File: config.mk
export PLATFORM = sky130hd
export DESIGN_NAME = sonar_scheduler_flat
export DESIGN_NICKNAME = d
export VERILOG_FILES = /design/src/rtl/sonar_scheduler_if.sv /design/src/rtl/sonar_scheduler.sv /design/src/flat_wrapper.sv
export SDC_FILE = /design/constraint.sdc
export NUM_CORES = 1
export LEC_CHECK = 0
export CAP_MARGIN = 20
export CORE_MARGIN = 2
export CORE_UTILIZATION = 30
export DETAILED_ROUTE_END_ITERATION = 8
export GPL_TIMING_DRIVEN = 0
export MAX_ROUTING_LAYER = met4
export PLACE_DENSITY = 0.45
export SYNTH_ARGS = -nofsm -noshare
export SYNTH_HDL_FRONTEND = slang
export SYNTH_SLANG_ARGS = --single-unit
export TNS_END_PERCENT = 50
File: constraint.sdc
create_clock -name clk -period 3.5 [get_ports clk]
set_input_delay 0.35 -clock clk [delete_from_list [all_inputs] [get_ports clk]]
set_output_delay 0.35 -clock clk [all_outputs]
set_load 0.1 [all_outputs]
File: src/rtl/sonar_scheduler_if.sv
`timescale 1ns/1ps
// Purpose : bundles the sonar scheduler control, pin and result signals.
// Latency : none, wiring only.
// Backpr. : none; the result is a one-cycle valid pulse with no ready.
// Ports   : enable, chan_mask, sonar_echo in; sonar_trig, busy, result_* out.
//           SONAR_SCHEDULER_IRQ_EN adds irq (out) and irq_clear (in).
interface sonar_scheduler_if #(
  parameter int NUM_SONAR = 2
);
  logic                 enable;
  logic [NUM_SONAR-1:0] chan_mask;
  logic [NUM_SONAR-1:0] sonar_trig;
  logic [NUM_SONAR-1:0] sonar_echo;
  logic                 busy;
  logic                 result_valid;
  logic [2:0]           result_chan;
  logic [15:0]          result_us;
  logic                 result_timeout;
`ifdef SONAR_SCHEDULER_IRQ_EN
  logic                 irq;
  logic                 irq_clear;

  modport master (
    input  enable, chan_mask, sonar_echo, irq_clear,
    output sonar_trig, busy, result_valid, result_chan, result_us,
           result_timeout, irq
  );
  modport slave (
    output enable, chan_mask, sonar_echo, irq_clear,
    input  sonar_trig, busy, result_valid, result_chan, result_us,
           result_timeout, irq
  );
`else
  modport master (
    input  enable, chan_mask, sonar_echo,
    output sonar_trig, busy, result_valid, result_chan, result_us,
           result_timeout
  );
  modport slave (
    output enable, chan_mask, sonar_echo,
    input  sonar_trig, busy, result_valid, result_chan, result_us,
           result_timeout
  );
`endif
endinterface

File: src/rtl/sonar_scheduler.sv
`timescale 1ns/1ps
// Purpose : round-robin trigger/echo timing for NUM_SONAR rangers, one active at a time.
// Latency : echo pins see 2 clk of synchronizer; timeout report lands 2 clk after the us count hits TIMEOUT_US.
// Backpr. : none; result_valid is a one-cycle pulse, fields hold until the next report.
// Ports   : clk, reset (async, active high); bus (master modport of sonar_scheduler_if).
// Option  : define SONAR_SCHEDULER_IRQ_EN to build the sticky irq flag and irq_clear input.
module sonar_scheduler #(
  parameter int CLK_FREQUENCY = 60_000_000,
  parameter int NUM_SONAR     = 2,
  parameter int TRIG_US       = 10,
  parameter int TIMEOUT_US    = 30000,
  parameter int GAP_US        = 10000
) (
  input  logic              clk,
  input  logic              reset,
  sonar_scheduler_if.master bus
);
  localparam int              DIV       = CLK_FREQUENCY / 1_000_000;
  localparam int              PW        = (DIV > 1) ? $clog2(DIV) : 1;
  localparam logic [PW-1:0]   PRE_LAST  = PW'(DIV - 1);
  localparam logic [15:0]     TRIG_LAST = 16'(TRIG_US - 1);
  localparam logic [15:0]     GAP_LAST  = 16'(GAP_US - 1);
  localparam logic [15:0]     TIMEOUT_V = 16'(TIMEOUT_US);

  typedef enum logic [2:0] {
    S_IDLE, S_SELECT, S_TRIG, S_WAIT_RISE, S_MEASURE, S_GAP
  } state_t;

  state_t               state_q;
  logic [2:0]           ptr_q;
  logic [PW-1:0]        pre_q;
  logic [15:0]          us_q;
  logic                 hit_q;
  logic [NUM_SONAR-1:0] echo_s1_q, echo_s2_q, echo_s3_q;
  logic [NUM_SONAR-1:0] trig_q;
  logic                 busy_q;
  logic                 rv_q;
  logic [2:0]           rchan_q;
  logic [15:0]          rus_q;
  logic                 rto_q;
`ifdef SONAR_SCHEDULER_IRQ_EN
  logic                 irq_q;
`endif

  logic                 us_tick;
  logic [15:0]          us_d;
  logic [2:0]           ptr_d;
  logic [NUM_SONAR-1:0] trig_d;
  logic                 echo_now, echo_prev, echo_rise, echo_fall;

  assign us_tick = (pre_q == PRE_LAST);
  assign us_d    = (us_tick && (us_q != 16'hFFFF)) ? us_q + 16'd1 : us_q;

  // Next set mask bit after the current pointer, wrapping. The descending
  // outer loop lets the nearest candidate win the last assignment.
  always_comb begin
    ptr_d = ptr_q;
    for (int i = NUM_SONAR; i >= 1; i--) begin
      for (int j = 0; j < NUM_SONAR; j++) begin
        if ((j == (int'(ptr_q) + i) % NUM_SONAR) && bus.chan_mask[j]) begin
          ptr_d = 3'(j);
        end
      end
    end
  end

  always_comb begin
    trig_d    = '0;
    echo_now  = 1'b0;
    echo_prev = 1'b0;
    for (int j = 0; j < NUM_SONAR; j++) begin
      if (ptr_d == 3'(j)) trig_d[j] = 1'b1;
      if (ptr_q == 3'(j)) begin
        echo_now  = echo_s2_q[j];
        echo_prev = echo_s3_q[j];
      end
    end
  end

  assign echo_rise = echo_now & ~echo_prev;
  assign echo_fall = ~echo_now & echo_prev;

  // Every state change clears prescaler, us counter and the registered
  // timeout compare so each interval starts from a clean count.
  always_ff @(posedge clk or posedge reset) begin
    if (reset) begin
      state_q   <= S_IDLE;
      ptr_q     <= 3'(NUM_SONAR - 1);
      pre_q     <= '0;
      us_q      <= '0;
      hit_q     <= 1'b0;
      echo_s1_q <= '0;
      echo_s2_q <= '0;
      echo_s3_q <= '0;
      trig_q    <= '0;
      busy_q    <= 1'b0;
      rv_q      <= 1'b0;
      rchan_q   <= '0;
      rus_q     <= '0;
      rto_q     <= 1'b0;
`ifdef SONAR_SCHEDULER_IRQ_EN
      irq_q     <= 1'b0;
`endif
    end else begin
      echo_s1_q <= bus.sonar_echo;
      echo_s2_q <= echo_s1_q;
      echo_s3_q <= echo_s2_q;
      rv_q      <= 1'b0;
      pre_q     <= us_tick ? '0 : pre_q + 1'b1;
      us_q      <= us_d;
      // Registered compare keeps the 16-bit comparator off the FSM path.
      hit_q     <= (us_q >= TIMEOUT_V);
`ifdef SONAR_SCHEDULER_IRQ_EN
      // Cleared here first so a report later in this block overrides it.
      if (bus.irq_clear) irq_q <= 1'b0;
`endif
      case (state_q)
        S_IDLE: begin
          if (bus.enable && (|bus.chan_mask)) begin
            state_q <= S_SELECT;
            busy_q  <= 1'b1;
            pre_q   <= '0; us_q <= '0; hit_q <= 1'b0;
          end
        end
        S_SELECT: begin
          ptr_q   <= ptr_d;
          trig_q  <= trig_d;
          state_q <= S_TRIG;
          pre_q   <= '0; us_q <= '0; hit_q <= 1'b0;
        end
        S_TRIG: begin
          if (us_tick && (us_q == TRIG_LAST)) begin
            trig_q  <= '0;
            state_q <= S_WAIT_RISE;
            pre_q   <= '0; us_q <= '0; hit_q <= 1'b0;
          end
        end
        S_WAIT_RISE: begin
          if (echo_rise) begin
            state_q <= S_MEASURE;
            pre_q   <= '0; us_q <= '0; hit_q <= 1'b0;
          end else if (hit_q) begin
            rv_q    <= 1'b1;
            rchan_q <= ptr_q;
            rus_q   <= TIMEOUT_V;
            rto_q   <= 1'b1;
`ifdef SONAR_SCHEDULER_IRQ_EN
            irq_q   <= 1'b1;
`endif
            state_q <= S_GAP;
            pre_q   <= '0; us_q <= '0; hit_q <= 1'b0;
          end
        end
        S_MEASURE: begin
          // Edge is checked ahead of timeout so a coincident fall still
          // reports a real width.
          if (echo_fall || hit_q) begin
            rv_q    <= 1'b1;
            rchan_q <= ptr_q;
            rus_q   <= echo_fall ? us_d : TIMEOUT_V;
            rto_q   <= ~echo_fall;
`ifdef SONAR_SCHEDULER_IRQ_EN
            irq_q   <= 1'b1;
`endif
            state_q <= S_GAP;
            pre_q   <= '0; us_q <= '0; hit_q <= 1'b0;
          end
        end
        S_GAP: begin
          if (us_tick && (us_q == GAP_LAST)) begin
            if (bus.enable && (|bus.chan_mask)) begin
              state_q <= S_SELECT;
            end else begin
              state_q <= S_IDLE;
              busy_q  <= 1'b0;
            end
            pre_q <= '0; us_q <= '0; hit_q <= 1'b0;
          end
        end
        default: begin
          state_q <= S_IDLE;
          trig_q  <= '0;
          busy_q  <= 1'b0;
        end
      endcase
    end
  end

  assign bus.sonar_trig     = trig_q;
  assign bus.busy           = busy_q;
  assign bus.result_valid   = rv_q;
  assign bus.result_chan    = rchan_q;
  assign bus.result_us      = rus_q;
  assign bus.result_timeout = rto_q;
`ifdef SONAR_SCHEDULER_IRQ_EN
  assign bus.irq            = irq_q;
`endif
endmodule
File: src/flat_wrapper.sv
// flat-port wrapper written by rule: the top's interface ports become plain ports
module sonar_scheduler_flat 
#(
  parameter int CLK_FREQUENCY = 60_000_000,
  parameter int NUM_SONAR     = 2,
  parameter int TRIG_US       = 10,
  parameter int TIMEOUT_US    = 30000,
  parameter int GAP_US        = 10000
)
  (clk, reset, bus_enable, bus_chan_mask, bus_sonar_echo, bus_sonar_trig, bus_busy, bus_result_valid, bus_result_chan, bus_result_us, bus_result_timeout);
  sonar_scheduler_if #(.NUM_SONAR(NUM_SONAR)) bus_i ();
  input  logic clk;
  input  logic reset;
  input wire logic [$bits(bus_i.enable)-1:0] bus_enable;
  input wire logic [$bits(bus_i.chan_mask)-1:0] bus_chan_mask;
  input wire logic [$bits(bus_i.sonar_echo)-1:0] bus_sonar_echo;
  output wire logic [$bits(bus_i.sonar_trig)-1:0] bus_sonar_trig;
  output wire logic [$bits(bus_i.busy)-1:0] bus_busy;
  output wire logic [$bits(bus_i.result_valid)-1:0] bus_result_valid;
  output wire logic [$bits(bus_i.result_chan)-1:0] bus_result_chan;
  output wire logic [$bits(bus_i.result_us)-1:0] bus_result_us;
  output wire logic [$bits(bus_i.result_timeout)-1:0] bus_result_timeout;
  assign bus_i.enable = bus_enable;
  assign bus_i.chan_mask = bus_chan_mask;
  assign bus_i.sonar_echo = bus_sonar_echo;
  assign bus_sonar_trig = bus_i.sonar_trig;
  assign bus_busy = bus_i.busy;
  assign bus_result_valid = bus_i.result_valid;
  assign bus_result_chan = bus_i.result_chan;
  assign bus_result_us = bus_i.result_us;
  assign bus_result_timeout = bus_i.result_timeout;
  sonar_scheduler #(.CLK_FREQUENCY(CLK_FREQUENCY), .NUM_SONAR(NUM_SONAR), .TRIG_US(TRIG_US), .TIMEOUT_US(TIMEOUT_US), .GAP_US(GAP_US)) u_core (.clk(clk), .reset(reset), .bus(bus_i));
endmodule
## Word-level counts from Yosys, hierarchy flattened

Index checks and enable logic that the tools add are counted.

- Equal/unequal tests: 21
- Divide/modulo/power cells: 0
- Multipliers: 0
- Reduce and logical (&&, ||, !) cells: 22
- Shift-type cells: 0
- Order comparisons: 1
- Bitwise logic cells: 9
- Add/sub/neg operators: 4
- Muxes and demuxes: 64

Operators by type and width:

| kind | number |
|---|---|
| $mux 16 | 11 |
| $pmux 16 s6 | 1 |
| $logic_not 32->1 | 2 |
| $mux 6 | 7 |
| $mux 3 | 13 |
| $pmux 6 s6 | 1 |
| $pmux 16 s2 | 1 |
| $mux 1 | 22 |
| $pmux 3 s6 | 1 |
| $add 16x1->16 const B | 1 |
| $eq 16x14->1 const B | 1 |
| $eq 16x4->1 const B | 1 |
| $ge 16x15->1 const B | 1 |
| $ne 16x16->1 const B | 1 |
| $ne 2x1->1 const B | 5 |
| $eq 3x1->1 const B | 3 |
| $logic_not 3->1 | 3 |
| $logic_and 1x1->1 | 8 |
| $reduce_and 4->1 | 2 |
| $reduce_or 4->1 | 2 |
| $add 6x1->6 const B | 1 |
| $eq 3x2->1 const B | 2 |
| $eq 3x3->1 const B | 2 |
| $eq 6x6->1 const B | 1 |
| other kinds (18) | 28 |

- Bits in registers: 59
- Logic and storage cells: 135
- Memory bits (read-only): 0
- Bits in latches: 0
- Memories: 0
- Memory bits (writable): 0

## Longest topological paths before layout

- Word-level depth: 11
- Mapped depth: 8
- Depth with buffers taken out: 7

## Least setup slack after synthesis

No wires, ideal clock.

- Path type: register to register
- From: register u_core.ptr_q[0]
- To: register u_core.rchan_q[0] (netlist: u_core.bus.result_chan[0])
- Library setup time: 126 ps
- Data arrival time: 2414 ps
- Required time: 3374 ps
- Buffers on the path: 2
- Setup slack: 960 ps
- Cell stages (with the launch flop): 8
- Cell sequence: dfstp_2 -> clkbuf_1 -> mux2_2 -> nor3_1 -> o21ai_0 -> a21oi_1 -> clkbuf_1 -> mux2_2

- Word-level cells in the longest chain between the ends: 8

RTL lines:

| element | line | text |
|---|---|---|
| start: declaration | sonar_scheduler.sv:30 | `logic [2:0] ptr_q;` |
| start signal: assignment | sonar_scheduler.sv:88 | `ptr_q <= 3'(NUM_SONAR - 1);` |
| start signal: assignment | sonar_scheduler.sv:126 | `ptr_q <= ptr_d;` |
| $logic_not 3->1 | sonar_scheduler.sv:73 | `if (ptr_q == 3'(j)) begin` |
| $mux 1 (2 in a row) | sonar_scheduler.sv:73 |  |
| $not 1->1 | sonar_scheduler.sv:81 | `assign echo_fall = ~echo_now & echo_prev;` |
| $and 1x1->1 | sonar_scheduler.sv:81 |  |
| $logic_or 1x1->1 | sonar_scheduler.sv:157 | `if (echo_fall \|\| hit_q) begin` |
| $ne 2x1->1 (no source line) | -- |  |
| $reduce_and 4->1 (no source line) | -- |  |
| end signal: assignment | sonar_scheduler.sv:144 | `rchan_q <= ptr_q;` |
| end signal: assignment | sonar_scheduler.sv:159 | `rchan_q <= ptr_q;` |
| end: declaration | sonar_scheduler.sv:38 | `logic [2:0] rchan_q;` |

Parallel ways exist; a longest one is shown, timed or not. The select of a mux whose other input is x is not followed.
A chain may end at the register's enable or synchronous reset.

## Final worst setup path

Same ends and word-level chain as after synthesis.

==> results.yml <==
global_route:
  antenna_found_initial: 0
  grt.met3_usage_pct: 4.29
  grt_use_met1_pct: 17.6
  grt_busiest_layer: "met2"
  grt.total_usage_pct: 13.4
  met2_usage_pct: 20.2
  grt_first_pass_wirelength_mm: 10.1
  grt_max_degree: 38
  first_global_vias: 2039
  grt-ovfl-total: 0
timing:
  fmax_mhz: 329
  setup_violations: 0
  maxSlewHeadroom_pct: 34.3
  hold_viol_final: 0
  fin_tns_setup_ns: 0
  tightest_slew_ns: 0.983
  period_share_pct: 86.8
  rsz0062_at_grt: "false"
  fin_crit_ns: 3.04
  drv_slew: 0
  finClkSkew_ns: 0.0122
status:
  outcome: "finished, final reports clean"
power_and_ir_drop:
  pwr-share-seq_pct: 38.1
  pwr-share-clk_pct: 23.6
  p_leak_nw: 1.40
  switchingPower_w: 0.00104
  p_int_w: 0.00132
  swShare_pct: 44.2
  pwr_density_cell_mw_per_mm2: 697
  ir_worst_vdd_uv: 652
  combPwrFrac_pct: 38.3
routing:
  dr.pass1.iters: 4
  avgRoutedWirePerCell_microns: 14.6
  routed_via_density: 5.01
  ant_nets: 0
  num_vias: 2070
  drt-total-wl_mm: 6.03
  detail_route.iter0.violations: 63
  drc_errors: 0
cts:
  cts.sinks: 59
  insertion_delay_ns: 0.34
  postCtsHoldBufs: 0
  cts_root_buf: "clkbuf_8"
  cts_tree: "yes"
  clk_pin_slew_ns: 0.08
  htreeDepth: 3
  clock_path_buffers: 2
  postCtsSetupRepairBufs: 0
  cts_resized: 0
  numCtsBuffers: 9
die:
  die_area_sq_mm: 0.00991
  core_area_sq_mm: 0.00881
  start_util_pct: 31.1
  die_x_microns: 99.6
  rows: 34
  io_pins: 31
  die_h_microns: 99.6
placement:
  routabilityCongestion: 0.787
  hpwlAfterDp_mm: 4.35
  place_area_sq_mm: 0.00320
  portBuffers: 30
min_path:
  hold_class: "flop to flop"
  hold_depth: 0
setup_path:
  worstPathCellList: "clkbuf_1 > mux2_2 > nor3_1 > o21ai_0 > a21oi_1 > clkbuf_1 > mux2_2"
  required_ns: 3.73
  path_depth: 7
  path_class: "flop to flop"
  slowest_delay_ns: 0.52
  crit_family: "multiplexers"
  crit_slowest_cell: "dfstp_2"
  reg2reg_depth: 7
  critPathArrivalTime_ns: 3.26
  cp_num_buf_inv: 2
  end_kind: "flop"
  critPathLaunchType: "flop"
  worstPathMaxFanout: 10
finish:
  final_area_sq_mm: 0.00338
  area_growth_pct: 23.5
  final_nets: 311
  diodes: 0
  drive_gt1_share_pct: 10.5
yosys:
  syn_avg_cell_area_sq_um: 10.7
  synth.largest_area_cell: "dfrtp_1"
  synth_fp_nets: 268
  yosysWarnings: 0
  synthFlopType: "dfrtp_1"
  synth_cells: 257
  synth_most_common_cell: "dfrtp_1"
  synthesis.area_sq_mm: 0.00274
  yosysUniqueCellTypes: 47
  yosys-top-cells-area: "dfrtp_1, xnor2_1, nor2_1"
  synth_top_area_share_pct: 53.0
  synthArstFlopShare_pct: 100
  ys_ff_latch: 59
  seq_area_frac_synth_pct: 54.0
  synth_commonest_cells: "dfrtp_1, nor2_1, xnor2_1"
  synth_edf_count: 0
flow_run:
  maxCapViolations: 0
==> per-stage QoR <==
stage | setup WS, ns | cells | util [%] | hold WS, ns | power, W
floorplan | 0.960 | 257 | - | 0.331 | 0.00160
global placement | 0.430 | 395 | 36.0 | 0.335 | 0.00182
detailed placement | 0.434 | 396 | 36.4 | 0.339 | 0.00182
CTS | 0.421 | 412 | 38.4 | 0.358 | 0.00240
global route | 0.205 | 413 | 38.4 | 0.361 | 0.00248
finish | 0.462 | 413 | 38.4 | 0.355 | 0.00236
==> registers in the layout, summed over array words and instances (netlist names), 2 cells and up <==
register                count
u_core.ptr_q                3
u_core.pre_q                6
u_core.us_q                16
u_core.bus.sonar_trig       2
u_core.echo_s3_q            2
u_core.echo_s2_q            2
u_core.state_q              3
u_core.bus.result_chan      3
u_core.echo_s1_q            2
u_core.bus.result_us       16
==> power by group through the flow <==
stage / Combinational, W / Clock, W / Sequential [W]
after floorplan: 0.000215 / 0 / 0.00139
after global placement: 0.000903 / 0 / 0.000913
after detailed placement: 0.000911 / 0 / 0.000910
after CTS: 0.000913 / 0.000582 / 0.000901
after global routing: 0.000950 / 0.000612 / 0.000917
final: 0.000904 / 0.000557 / 0.000899
==> kinds of logic (layout without fill, tap and decap cells) <==
kind of cell | Yosys count | after routing | share of synthesized area, %
xor gates and xnor gates | 19 | 19 | 6.08
AOI/OAI and AO/OA | 48 | 48 | 13.8
adders and majority gates | 4 | 4 | 1.83
and+or+nand+nor | 97 | 97 | 18.4
DFF | 59 | 59 | 54.0
buffers and inverters | 24 | 72 | 3.61
muxes | 6 | 6 | 2.38
==> placed cells by master, fill, tap and decap left out, types with 7 or more instances in the layout <==
| master | Yosys | routed |
|---|---|---|
| nor4_1 | 7 | 7 |
| o2bb2ai_1 | 9 | 9 |
| xnor2_1 | 17 | 17 |
| nand3_1 | 9 | 9 |
| nand2_1 | 9 | 9 |
| nor2_1 | 33 | 33 |
| clkbuf_1 | 10 | 10 |
| inv_1 | 11 | 10 |
| a2bb2oi_1 | 7 | 7 |
| dfrtp_1 | 58 | 58 |
| nor3_1 | 11 | 11 |
| clkdlybuf4s50_1 | 0 | 30 |
| clkbuf_8 | 0 | 9 |
==> metal layers <==
metal / wire length (microns) / share of wire (%) / vias to the layer above
li1: - / - / 1007
met1: 2880 / 48 / 1003
met2: 2870 / 48 / 55
met3: 254 / 4.2 / 5
met4: 19 / 0.32 / 0
met5: 0 / 0 / -
==> layout make-up <==
type	instances	area [sq um]
fill	874	5420
sequential	59	1480
multi-input combinational	174	1160
timing repair buffer	32	333
tap	108	135
clock buffer	9	124
buffer	12	53.8
clock inverter	7	52.6
inverter	12	45.0
==> path summary, 6_finish.rpt <==
path                                startpoint                         to  slack [ns]
max                            u_core.ptr_q[0]  u_core.bus.result_chan[0]        0.46
max in group asynchronous                reset            u_core.pre_q[3]        2.42
min reg2reg                u_core.echo_s1_q[1]        u_core.echo_s2_q[1]        0.35
min in group asynchronous                reset        u_core.echo_s1_q[1]        0.48
min                        u_core.echo_s1_q[1]        u_core.echo_s2_q[1]        0.35
max reg2reg                    u_core.ptr_q[0]  u_core.bus.result_chan[0]        0.46
No activity file was read; power rests on OpenSTA's default activity.
==> RTL edit (same settings) <==
`CLK_FREQUENCY` is set to 60_000_000 in 2 places; all go to 30_000_000.
--- a/src/rtl/sonar_scheduler.sv
+++ b/src/rtl/sonar_scheduler.sv
@@ -6,5 +6,5 @@
 // Option  : define SONAR_SCHEDULER_IRQ_EN to build the sticky irq flag and irq_clear input.
 module sonar_scheduler #(
-  parameter int CLK_FREQUENCY = 60_000_000,
+  parameter int CLK_FREQUENCY = 30_000_000,
   parameter int NUM_SONAR     = 2,
   parameter int TRIG_US       = 10,
--- a/src/flat_wrapper.sv
+++ b/src/flat_wrapper.sv
@@ -2,5 +2,5 @@
 module sonar_scheduler_flat 
 #(
-  parameter int CLK_FREQUENCY = 60_000_000,
+  parameter int CLK_FREQUENCY = 30_000_000,
   parameter int NUM_SONAR     = 2,
   parameter int TRIG_US       = 10,
Function: same outputs for any inputs over 4 cycles, from zero or initial values and one cycle with reset high; that may be too few to reach the edited logic, so the function may still have changed.
==> RTL edit against the original RTL <==
Final cell count up 5.6%. Sequential cell count down 1. Critical endpoint unchanged. Area after synthesis up 4.4%. First-iteration DRC count up 49%. Synthesized cell count up 1.2%. Fmax up 26%. Count of clock-buffer cells in the layout up 2. Global-route usage up 0.33 points. Worst setup slack better by 0.63 ns. Design area up 5.0%. Routed wire length up 2.0%. Largest cell class unchanged.
Power is not compared: it rests on default switching activity, and its combinational part moved more than twofold at a synthesized area within 25%.
==> RTL edit: results (changes against the original RTL) <==
| Metric | Value |
|---|---|
| Status | completed |
| H-Tree Depth | 3 (unchanged) |
| Synth warnings | 0 (unchanged) |
| GRT Resource Usage Total | 0.138 (+0.00332) |
| Slew Limit Headroom | 0.348 (+0.00543) |
| Compound-Gate Fraction of Synth Area | 0.137 (-0.000545) |
| Synth cell count leaders | dfrtp_1 (57), nor2_1 (24), nand2_1 (15), xnor2_1 (15), o2bb2ai_1 (11) |
| Detailed placement HPWL | 4250 um (-2.3%) |
| Wire per inst | 14.1 um (-3.4%) |
| Initial antenna violation count | 0 (unchanged) |
| Fillcell total | 928 (+6.2%) |
| First-pass detailed-route iteration total | 4 (unchanged) |
| Layout cell share with drive strength beyond 1 | 0.163 (+0.0579) |
| Synth Area in XOR/XNOR | 0.0490 (-0.0117) |
| Pin count of the biggest net entering global routing | 41 (+7.9%) |
| Critical path arrival | 2.63 ns (-0.63 ns) |
| Diode count | 0 (unchanged) |
| VDD IR-drop max | 135 uV |
| Clk buf depth | 2 (unchanged) |
| Register share of total power | 0.488 |
| Hold WC Path Type | in -> async |
| Via density | 4.68 (-6.6%) |
| CTS clock-pin slew for the worst setup and hold paths | 0.07 ns |
| Post-Synth Adder-Cell Area | 0.0219 (+0.00361) |
| Footprint of the multi-input gates | 0.00128 mm^2 (+10%) |
| Fin Clk Skew | 0.00967 ns (-0.00256 ns) |
| Vias in the first global route | 2048 (+0.44%) |
| First-pass GRT wire length | 10400 um (+3.4%) |
| Non-filler cells, final | 436 (+5.6%) |
| Multiplexer share of the synthesized area | 0.0276 (+0.00382) |
| Crit path largest cell delay | around 0.53 ns |
| Crit path max-delay cell type | dfstp_2 |
| Synth Net Count | 272 (+1.5%) |
| Syn_area_per_cell | 11.0 um^2 (+3.2%) |
| R2R Setup Slk | 1.10 ns (+0.63 ns) |
| CP Max Fanout | 10 (unchanged) |
| CTS root buf | clkbuf_8 |
| Synth area leaders | dfrtp_1 (50%), xnor2_1 (4.6%), nor2_4 (3.9%), o2bb2ai_1 (3.4%), nor2_1 (3.2%) |
| Top FF cell, synth | dfrtp_1 |
| Total CTS buffers | 9 (unchanged) |
| Asr flop ratio synth | 1.00 (unchanged) |
| Reg2reg path depth | 7 (unchanged) |
| Dpl cells | 420 (+6.1%) |
| Unique cell type count in the Yosys netlist | 53 (+13%) |
| GP Congestion | 0.771 (-2.1%) |
| Reg2reg start | u_core.ptr_q[0]$_DFFE_PP1P_ |
| FF-to-FF End | u_core.bus.result_chan[0]$_DFFE_PP0P_ |
| Port-buffer cells | 30 (unchanged) |
| DRT iter0 DRCs | 94 (+49%) |
| Clock latency at the later pin of the worst-skew pair | 0.34 ns (about the same) |
| ANT nets after route | 0 (unchanged) |
| Setup Fix Bufs, Post-CTS | 0 (unchanged) |
| Fin nets | 314 (+0.96%) |
| Gates resized, CTS repair | 0 (unchanged) |
| Sequential fraction of the synthesis area | 0.508 (-0.0314) |
| Combinational share of power | 0.038 |
| Psw | around 0.32 mW |
| Leak | 1.42 nW |
==> RTL edit: cell count changes in the layout (fill, tap and decap cells not counted), moves of 3 or more <==
| cell | unedited run | this run |
|---|---|---|
| clkbuf_1 | 10 | 4 |
| nor2_4 | 0 | 10 |
| o22a_1 | 3 | 0 |
| or4_1 | 3 | 0 |
| o22ai_1 | 4 | 1 |
| nor2_1 | 33 | 24 |
| o211ai_1 | 0 | 3 |
| nand2_1 | 9 | 15 |
| a21oi_1 | 4 | 8 |
==> RTL edit: metrics by stage <==
step	area (um^2)	setup slack [ns]	power (mW)	hold slack, ns
finish	3550	1.10	1.39	0.323
global route	3550	0.907	1.45	0.358
CTS	3550	1.06	1.41	0.328
detailed placement	3340	1.08	0.746	0.338
global placement	3320	0.552	0.742	0.336
floorplan	2860	1.38	0.724	0.331
==> RTL edit: layout make-up <==
| type | instances | area share |
|---|---|---|
| plain buffers | 12 | 0.0232 |
| clock buffers | 11 | 0.0426 |
| clock inverters | 5 | 0.0173 |
| inverters | 11 | 0.0116 |
| multi-input cells | 179 | 0.361 |
| flip-flops and latches | 58 | 0.409 |
| well taps | 129 | 0.0454 |
| repair buffers | 31 | 0.0901 |
==> RTL edit: layer usage <==
metal,GRT usage,routed length [um],vias up
met2,0.185,2640,37
met1,0.193,3240,973
met4,0.0717,97,0
li1,-,-,1019
met5,-,0,-
met3,0.0290,172,11
==> RTL edit: logic make-up after synthesis <==
family	count (synthesis)
DFF	58
muxes	7
AOI/OAI and AO/OA	52
xor gates and xnor gates	16
adders and majority gates	5
and+or+nand+nor	99
buffers and inverters	23
==> RTL edit: critical path, delay by kind of cell (launching register included) <==
family | cells | cell delay (ns)
multiplexers | 2 | 0.69
flip-flops | 1 | 0.53
buffers and inverters | 2 | 0.43
AND/OR/NAND/NOR | 2 | 0.42
AO/OA/AOI/OAI | 1 | 0.22
==> RTL edit: worst max path at each step <==
| stage | startpoint | end | slack [ns] | depth (start not counted) |
|---|---|---|---|---|
| finish | u_core.ptr_q[0]$_DFFE_PP1P_ | u_core.bus.result_chan[0]$_DFFE_PP0P_ | 1.10 | 7 |
| global route | u_core.us_q[0]$_DFF_PP0_ | u_core.us_q[13]$_DFF_PP0_ | 0.91 | 8 |
| CTS | u_core.ptr_q[0]$_DFFE_PP1P_ | u_core.bus.result_chan[0]$_DFFE_PP0P_ | 1.06 | 7 |
| detailed placement | u_core.ptr_q[0]$_DFFE_PP1P_ | u_core.bus.result_chan[0]$_DFFE_PP0P_ | 1.08 | 7 |
| global placement | reset | u_core.bus.result_us[5]$_DFFE_PP0P_ | 0.55 | 2 |
| floorplan | u_core.ptr_q[0]$_DFFE_PP1P_ | u_core.bus.result_chan[0]$_DFFE_PP0P_ | 1.38 | 7 |
